==> src/rtl/seg7_pkg.sv <==
// rtl/seg7_pkg.sv - segment patterns, nibble codes and FSM states for seg7_capture
package seg7_pkg;

  // Active-low patterns, bit6=g .. bit0=a
  localparam logic [6:0] SEG_0    = 7'b1000000;
  localparam logic [6:0] SEG_1    = 7'b1111001;
  localparam logic [6:0] SEG_2    = 7'b0100100;
  localparam logic [6:0] SEG_3    = 7'b0110000;
  localparam logic [6:0] SEG_4    = 7'b0011001;
  localparam logic [6:0] SEG_5    = 7'b0010010;
  localparam logic [6:0] SEG_6    = 7'b0000010;
  localparam logic [6:0] SEG_7    = 7'b1111000;
  localparam logic [6:0] SEG_8    = 7'b0000000;
  localparam logic [6:0] SEG_9    = 7'b0010000;
  localparam logic [6:0] SEG_DASH = 7'b0111111;

  localparam logic [3:0] CODE_DASH = 4'hF;
  localparam logic [3:0] CODE_BAD  = 4'hE;

  typedef enum logic [1:0] {
    ST_IDLE = 2'd0,
    ST_SCAN = 2'd1,
    ST_DONE = 2'd2
  } state_e;

endpackage

==> src/rtl/seg7_to_bin.sv <==
// rtl/seg7_to_bin.sv - combinational active-low segment pattern to BCD nibble decoder
module seg7_to_bin
  import seg7_pkg::*;
(
  input  logic [6:0] seg_i,
  output logic       illegal_o,
  output logic [3:0] nibble_o
);

  always_comb begin
    illegal_o = 1'b0;
    nibble_o  = CODE_BAD;
    case (seg_i)
      SEG_0:    nibble_o = 4'd0;
      SEG_1:    nibble_o = 4'd1;
      SEG_2:    nibble_o = 4'd2;
      SEG_3:    nibble_o = 4'd3;
      SEG_4:    nibble_o = 4'd4;
      SEG_5:    nibble_o = 4'd5;
      SEG_6:    nibble_o = 4'd6;
      SEG_7:    nibble_o = 4'd7;
      SEG_8:    nibble_o = 4'd8;
      SEG_9:    nibble_o = 4'd9;
      SEG_DASH: nibble_o = CODE_DASH;
      default:  illegal_o = 1'b1;
    endcase
  end

endmodule

==> src/rtl/seg7_capture.sv <==
// rtl/seg7_capture.sv - samples a multiplexed active-low 7-segment bus and recovers the BCD digits
module seg7_capture
  import seg7_pkg::*;
#(
  parameter int NUM_DIGITS    = 4,
  parameter int STABLE_CYCLES = 4,
  parameter int TIMEOUT       = 4096
) (
  input  logic                    clk,
  input  logic                    rst_n,
  input  logic [6:0]              seg_n,
  input  logic [NUM_DIGITS-1:0]   dig_n,
  input  logic                    capture_req,
  output logic                    busy,
  output logic                    valid,
  output logic                    err,
  output logic [4*NUM_DIGITS-1:0] value_out
);

  localparam int SW = $clog2(STABLE_CYCLES + 1);
  localparam int TW = $clog2(TIMEOUT);
  localparam int IW = (NUM_DIGITS > 1) ? $clog2(NUM_DIGITS) : 1;

  state_e                  state_q, state_d;
  logic [6:0]              seg_s1_q, seg_s2_q, seg_prev_q;
  logic [NUM_DIGITS-1:0]   dig_s1_q, dig_s2_q, dig_prev_q;
  logic [SW-1:0]           stable_q, stable_d;
  logic [TW-1:0]           tmo_q, tmo_d;
  logic [NUM_DIGITS-1:0]   seen_q, seen_d;
  logic [4*NUM_DIGITS-1:0] shadow_q, shadow_d, value_q, value_d;
  logic                    scan_err_q, scan_err_d, err_q, err_d, valid_q, valid_d;

  logic                    onehot, match, illegal;
  logic [3:0]              nibble;
  logic [IW-1:0]           idx;

  seg7_to_bin u_dec (
    .seg_i     (seg_s2_q),
    .illegal_o (illegal),
    .nibble_o  (nibble)
  );

  assign onehot = $onehot(~dig_s2_q);
  assign match  = onehot && (seg_s2_q == seg_prev_q) && (dig_s2_q == dig_prev_q);

  always_comb begin
    idx = '0;
    for (int i = 0; i < NUM_DIGITS; i++) begin
      if (!dig_s2_q[i]) idx = IW'(i);
    end
  end

  always_comb begin
    state_d    = state_q;
    stable_d   = stable_q;
    tmo_d      = tmo_q;
    seen_d     = seen_q;
    shadow_d   = shadow_q;
    scan_err_d = scan_err_q;
    value_d    = value_q;
    err_d      = err_q;
    valid_d    = 1'b0;
    case (state_q)
      ST_IDLE: begin
        if (capture_req) begin
          state_d    = ST_SCAN;
          stable_d   = '0;
          tmo_d      = '0;
          seen_d     = '0;
          scan_err_d = 1'b0;
          shadow_d   = {NUM_DIGITS{CODE_BAD}};
        end
      end
      ST_SCAN: begin
        if (match) begin
          if (stable_q != SW'(STABLE_CYCLES)) stable_d = stable_q + 1'b1;
        end else begin
          stable_d = onehot ? SW'(1) : '0;
        end
        // A nonzero stable count implies the current sample is one-hot, so idx is valid.
        if (stable_d == SW'(STABLE_CYCLES) && !seen_q[idx]) begin
          shadow_d[idx*4 +: 4] = nibble;
          seen_d[idx]          = 1'b1;
          scan_err_d           = scan_err_q | illegal;
        end
        tmo_d = tmo_q + 1'b1;
        if (&seen_d) begin
          state_d = ST_DONE;
        end else if (tmo_q == TW'(TIMEOUT - 1)) begin
          state_d    = ST_DONE;
          scan_err_d = 1'b1;
        end
      end
      ST_DONE: begin
        value_d = shadow_q;
        err_d   = scan_err_q;
        valid_d = 1'b1;
        state_d = ST_IDLE;
      end
      default: state_d = ST_IDLE;
    endcase
  end

  always_ff @(posedge clk or negedge rst_n) begin
    if (!rst_n) begin
      state_q    <= ST_IDLE;
      seg_s1_q   <= '0;
      seg_s2_q   <= '0;
      seg_prev_q <= '0;
      dig_s1_q   <= '0;
      dig_s2_q   <= '0;
      dig_prev_q <= '0;
      stable_q   <= '0;
      tmo_q      <= '0;
      seen_q     <= '0;
      shadow_q   <= '0;
      scan_err_q <= 1'b0;
      value_q    <= '0;
      err_q      <= 1'b0;
      valid_q    <= 1'b0;
    end else begin
      state_q    <= state_d;
      seg_s1_q   <= seg_n;
      seg_s2_q   <= seg_s1_q;
      seg_prev_q <= seg_s2_q;
      dig_s1_q   <= dig_n;
      dig_s2_q   <= dig_s1_q;
      dig_prev_q <= dig_s2_q;
      stable_q   <= stable_d;
      tmo_q      <= tmo_d;
      seen_q     <= seen_d;
      shadow_q   <= shadow_d;
      scan_err_q <= scan_err_d;
      value_q    <= value_d;
      err_q      <= err_d;
      valid_q    <= valid_d;
    end
  end

  assign busy      = (state_q == ST_SCAN);
  assign valid     = valid_q;
  assign err       = err_q;
  assign value_out = value_q;

endmodule

==> config.mk <==
export PLATFORM = sky130hd
export DESIGN_NAME = seg7_capture
export DESIGN_NICKNAME = d
export VERILOG_FILES = /design/src/rtl/seg7_pkg.sv /design/src/rtl/seg7_to_bin.sv /design/src/rtl/seg7_capture.sv
export SDC_FILE = /design/constraint.sdc
export NUM_CORES = 1
export LEC_CHECK = 0
export ABC_AREA = 1
export CORE_MARGIN = 2
export CORE_UTILIZATION = 46
export CTS_CLUSTER_DIAMETER = 50
export DETAILED_ROUTE_END_ITERATION = 12
export PLACE_DENSITY = 0.76
export SYNTH_ARGS = -nofsm -noshare
export SYNTH_HDL_FRONTEND = slang
export SYNTH_SLANG_ARGS = --single-unit
==> constraint.sdc <==
create_clock -name clk -period 3.9 [get_ports clk]
set_clock_uncertainty 0.05 [all_clocks]
set_input_delay 0.78 -clock clk [delete_from_list [all_inputs] [get_ports clk]]
set_output_delay 0.78 -clock clk [all_outputs]
set_load 0.02 [all_outputs]
==> results of run 1 <==
==> routing by layer <==
| layer | global-route usage | routed length [microns] | up-vias |
|---|---|---|---|
| met5 | 0 | 0 | - |
| met4 | 0.0585 | 101 | 0 |
| met3 | 0.0455 | 292 | 11 |
| met2 | 0.267 | 3400 | 64 |
| met1 | 0.221 | 3350 | 1415 |
| li1 | - | - | 1497 |
==> flip-flops by register name, summed over array words and instances, names as in the netlist, 7 cells and up <==
register / cells
seg_prev_q: 7
seg_s1_q: 7
seg_s2_q: 7
shadow_q: 16
tmo_q: 12
value_out: 16
==> placed cells by master (no fill, tap or decap), types with 3 or more instances in the layout <==
master           synthesis  routed
nand2_1                110     110
nor2_1                  32      31
a21oi_1                  7       7
inv_2                    4       4
nor4_1                   4       4
a21oi_4                  5       5
dfrtp_1                 89      89
inv_1                   79      79
clkdlybuf4s50_1          0      31
o22ai_1                  9       9
ha_1                     5       5
nand3_1                 19      19
o21ai_1                 15      15
nand2_2                  3       3
nand4_1                  8       8
clkbuf_8                 0      10
o21ai_0                 27      27
nor3_1                   9       9
==> power by group <==
group          total [uW]  internal, uW  switching (uW)  leakage [uW]
Clock                 694           378             317      0.000106
Sequential           1180          1090            87.8       0.00105
Combinational         587           201             386       0.00112
Total                2460          1670             791       0.00227
==> stage by stage <==
step           worst slack (ns)  cell area, sq um  hold slack (ns)
6_report                  0.897              4600            0.302
5_1_grt                   0.653              4600            0.309
4_1_cts                   0.880              4600            0.304
3_5_place_dp              0.905              4380            0.285
3_3_place_gp              0.971              4380            0.282
2_1_floorplan              1.24              3960            0.281
==> area by class of cell <==
class                   instances  area [sq um]  share of cell area
clock buffers                  11           141              0.0308
repair buffers                 33           325              0.0708
inverters                      83           312              0.0678
multi-input cells             271          1380               0.301
clock inverters                 4          76.3              0.0166
well taps                     105           131              0.0286
flip-flops and latches         89          2230               0.485
==> cells by family (layout without fill, tap and decap cells) <==
kind of cell | Yosys count | in the layout | share of synthesized area
AOI/OAI and AO/OA | 70 | 70 | 0.110
xor gates and xnor gates | 3 | 3 | 0.00664
adders and majority gates | 6 | 6 | 0.0209
buffers and inverters | 91 | 131 | 0.0879
DFF | 89 | 89 | 0.563
and+or+nand+nor | 192 | 192 | 0.211
==> final timing paths <==
path                            endpoint  cells past startpoint         from
max reg2reg                  shadow_q[6]                     16  dig_s2_q[3]
min reg2reg                  seg_s2_q[6]                      0  seg_s1_q[6]
max in group asynchronous  value_out[12]                      1        rst_n
max                          shadow_q[6]                     16  dig_s2_q[3]
min in group asynchronous    seg_s1_q[0]                      1        rst_n
min                          seg_s2_q[6]                      0  seg_s1_q[6]
==> reports/metrics.csv, run 1 <==
metric;value;unit
status;completed;
DR vias/cell;5.01;
main flop type after synthesis;dfrtp_1;
Post-DRT Antenna Nets;0;
critical-path cell list;fa_1, inv_1, ha_1, ha_1, inv_1, nand3_1, nor2_1, nand2_1, nor2_2, nand3_2, nor2_4, nand2_4, a21oi_4, o21ai_1, nand2_1, o21ai_1;
DRT Wirelength;7140;microns
Seq cells post-synth;89;
port buffer count;32;
Boundary Pins;33;
Resized Gates After CTS;0;
DP HPWL;5030;microns
first-pass GRT wire length;12800;microns
syn_nets;471;
CP peak stage delay;0.53;ns
Post-Synthesis Cells;451;
Hold/Removal Path Class;register to register;
Worst Path Required;4.08;ns
sequential area share after synthesis;0.563;
Total Power;2460;uW
Post-Syn Area;0.00396;sq mm
slowest stage cell, crit path;fa_1;
crit path DAT;3.18;ns
Final Setup Violations;0;
slew margin rel.;0.287;
Worst-path clk slew;0.09;ns
ant diodes;0;
Placed Cells;581;
pin count of the biggest net entering global routing;90;
Yosys top cell area share;0.563;
area leader, netlist;dfrtp_1;
# rows;33;
Final nets;507;
delay-heaviest family, CP;adder cells;
largest cells by area after synthesis;dfrtp_1 56%, nand2_1 10%, inv_1 7.5%, o21ai_0 3.4%, nor2_1 3.0%;
# hold bufs at CTS;0;
Tcrit/Tclk final;0.770;
Placer Congestion;0.834;
CP bufs+invs;2;
Worst-Margin Slew;1.07;ns
CTS H-Tree Depth;3;
Die Y;96.7;microns
GRT Util Overall;0.167;
router iterations before antenna repair;6;
Initial Util;0.479;
initial antenna violation count;0;
Setup TNS;0;ns
fill count;756;
Max Slew Vio Count;0;
crit path time final;3.00;ns
Post-synth top cells;110 x nand2_1, 89 x dfrtp_1, 79 x inv_1, 32 x nor2_1, 27 x o21ai_0;
CORE AREA;0.00826;sq mm
VDD IR max;0.000216;V
Clock Latency Late Sink;0.36;ns
PwrDens;535;mW/mm^2
vias in the first global route;2905;
Mapped Avg Cell Area;8.77;sq um
drc violations;0;
post-synth cell types;33;
max cap viols;0;
f_max;333;MHz
RSZ-0062 raised after global routing;false;
Static Leak;0.00227;uW
Setup crit start kind;register;
Routed WL per cell;12.0;microns
Die W;96.7;microns
Setup CP Type;register to register;
CTS Buf Count;9;
Root Driver;clkbuf_8;
final hold viol count;0;
Final Util;0.557;
non-filler cells, final;596;
grt total ovfl;0;
Via Count;2987;
P&R area growth vs syn;16.2;%
post-CTS setup buffers;0;
proportion of layout cells with a drive suffix above 1;0.0713;
CTS tree;yes;
r2r setup slk;0.90;ns
Clock Tree Buf Depth;2;
crit path max fanout;10;
DIE AREA;0.00936;sq mm
Post-synth EDFFs;0;
Async SR Flop Fraction;1.00;
number of synthesis warnings;0;
count leader, synth;nand2_1;
crit path capture type;register;
# clock sinks;89;
DR iter-0 viols;170;
Note: power is estimated with default switching activity, not from simulation.
==> run 2, diff against run 1 <==
- PLACE_DENSITY: 0.76 -> 0.78
- clock period: 3.9 -> 2.7 ns (I/O delays scaled with it)
==> reports/metrics.csv, run 2 (synthesis gave the netlist of run 1 again) <==
metric;value;unit
status;finished with violations;
violated checks;negative setup slack;
RR Startpoint;dig_s2_q[0];
VDD IR max;0.000270;V
CTS tree;yes;
non-filler cells, final;619;
# clock sinks;89;
Final Cell Area;0.00488;sq mm
Placer Congestion;0.865;
Boundary Pins;33;
slew margin rel.;0.544;
Reg area;0.00223;sq mm
CP bufs+invs;3;
crit path capture type;register;
crit path time final;2.89;ns
Final Setup Violations;22;
Setup crit start kind;register;
P&R area growth vs syn;23.3;%
r2r setup slk;-0.19;ns
# hold bufs at CTS;0;
DIE AREA;0.00936;sq mm
commonest non-fill, non-tap cell in the layout;nand2_1;
Clock Tree Buf Depth;2;
max cap viols;0;
first-pass GRT wire length;13500;microns
GR peak layer;met2;
proportion of layout cells with a drive suffix above 1;0.161;
Hold/Removal Path Class;input port to async pin;
GRT Util Overall;0.174;
Static Leak;0.00239;uW
grt met2 use;0.282;
Routed WL per cell;13.0;microns
Clock Latency Late Sink;0.36;ns
crit path DAT;3.12;ns
ant diodes;0;
slowest stage cell, crit path;fa_1;
reg2reg end;shadow_q[8];
grt total ovfl;0;
Final WS setup;-0.194;ns
Initial Util;0.479;
Via Count;3162;
Worst-path clk slew;0.09;ns
Total Power;3560;uW
DR vias/cell;5.11;
Root Driver;clkbuf_8;
final hold viol count;0;
f_max;346;MHz
CORE AREA;0.00826;sq mm
Max Slew Vio Count;0;
Reg2Reg Depth;16;
area of the multi-input gates;0.00152;sq mm
vias in the first global route;2987;
# rows;33;
Post-DRT Antenna Nets;0;
drc violations;0;
Setup CP Type;register to register;
port buffer count;32;
pre-CTS setup slack;-0.200;ns
CP peak stage delay;0.53;ns
GR Layer Usage met3;0.0311;
delay-heaviest family, CP;adder cells;
Tcrit/Tclk final;1.07;
CTS Buf Count;9;
DRT Wirelength;8040;microns
most frequent cells in the layout;104 x nand2_1, 89 x dfrtp_1, 77 x inv_1, 31 x clkdlybuf4s50_1, 30 x nor2_1;
RSZ-0062 raised after global routing;true;
DP HPWL;5260;microns
crit path max fanout;4;
DR iter-0 viols;322;
fill count;688;
Die Y;96.7;microns
router iterations before antenna repair;5;
Die W;96.7;microns
Placed Cells;590;
Worst-Margin Slew;0.683;ns
pin count of the biggest net entering global routing;59;
Hold Slack;0.0658;ns
WP depth;16;
PwrDens;730;mW/mm^2
Worst Path Required;2.93;ns
met1 Resource Use GR;0.231;
Final nets;529;
initial antenna violation count;0;
critical-path cell list;fa_1, inv_1, ha_2, ha_4, inv_1, nand3_4, nor2_2, nand2_1, nor2_2, nand3_2, nor2_4, nand2_4, a21oi_4, buf_6, nand2_4, o22ai_2;
CTS H-Tree Depth;3;
post-placement cell area;0.00446;sq mm
-- run 2: worst max-delay path by stage --
stage,start,to,slack [ns]
floorplan,dig_s2_q[0],shadow_q[8],0.04
global placement,dig_s2_q[0],shadow_q[1],-0.07
detailed placement,dig_s2_q[0],shadow_q[11],-0.20
CTS,dig_s2_q[3],shadow_q[2],-0.06
global route,dig_s2_q[0],state_q[0],-0.36
finish,dig_s2_q[0],shadow_q[8],-0.19
-- run 2: per-stage QoR --
stage / setup TNS [ns] / utilization
final: -2.98 / 0.590
after global routing: -7.13 / 0.590
after CTS: -0.481 / 0.575
after detailed placement: -3.06 / 0.540
after global placement: -1.09 / 0.540
after floorplan: 0 / -
-- run 2: report_power, final --
group,internal (uW),switching [uW],leakage [uW]
logic,402,655,0.00126
clock network,336,467,0.0000827
registers,1570,130,0.00105
total,2310,1250,0.00239
-- run 2: cell type report --
cell class,count,area share
clock buffer,10,0.0262
clock inverter,6,0.00872
inverter,83,0.0644
multi-input combinational,271,0.311
sequential,89,0.457
tap,105,0.0269
timing repair buffer,55,0.106
-- run 2: what timing repair did --
item / in CTS / in global routing
setup endpoints to repair: 20 / 24
gates resized for setup: 8 / 28
pin swaps: 11 / 12
setup buffers: 10 / 3
-- run 2: routing by layer --
metal	routed length (microns)	vias to the layer above
li1	-	1544
met1	3550	1510
met2	3970	95
met3	377	13
met4	135	0
met5	0	-
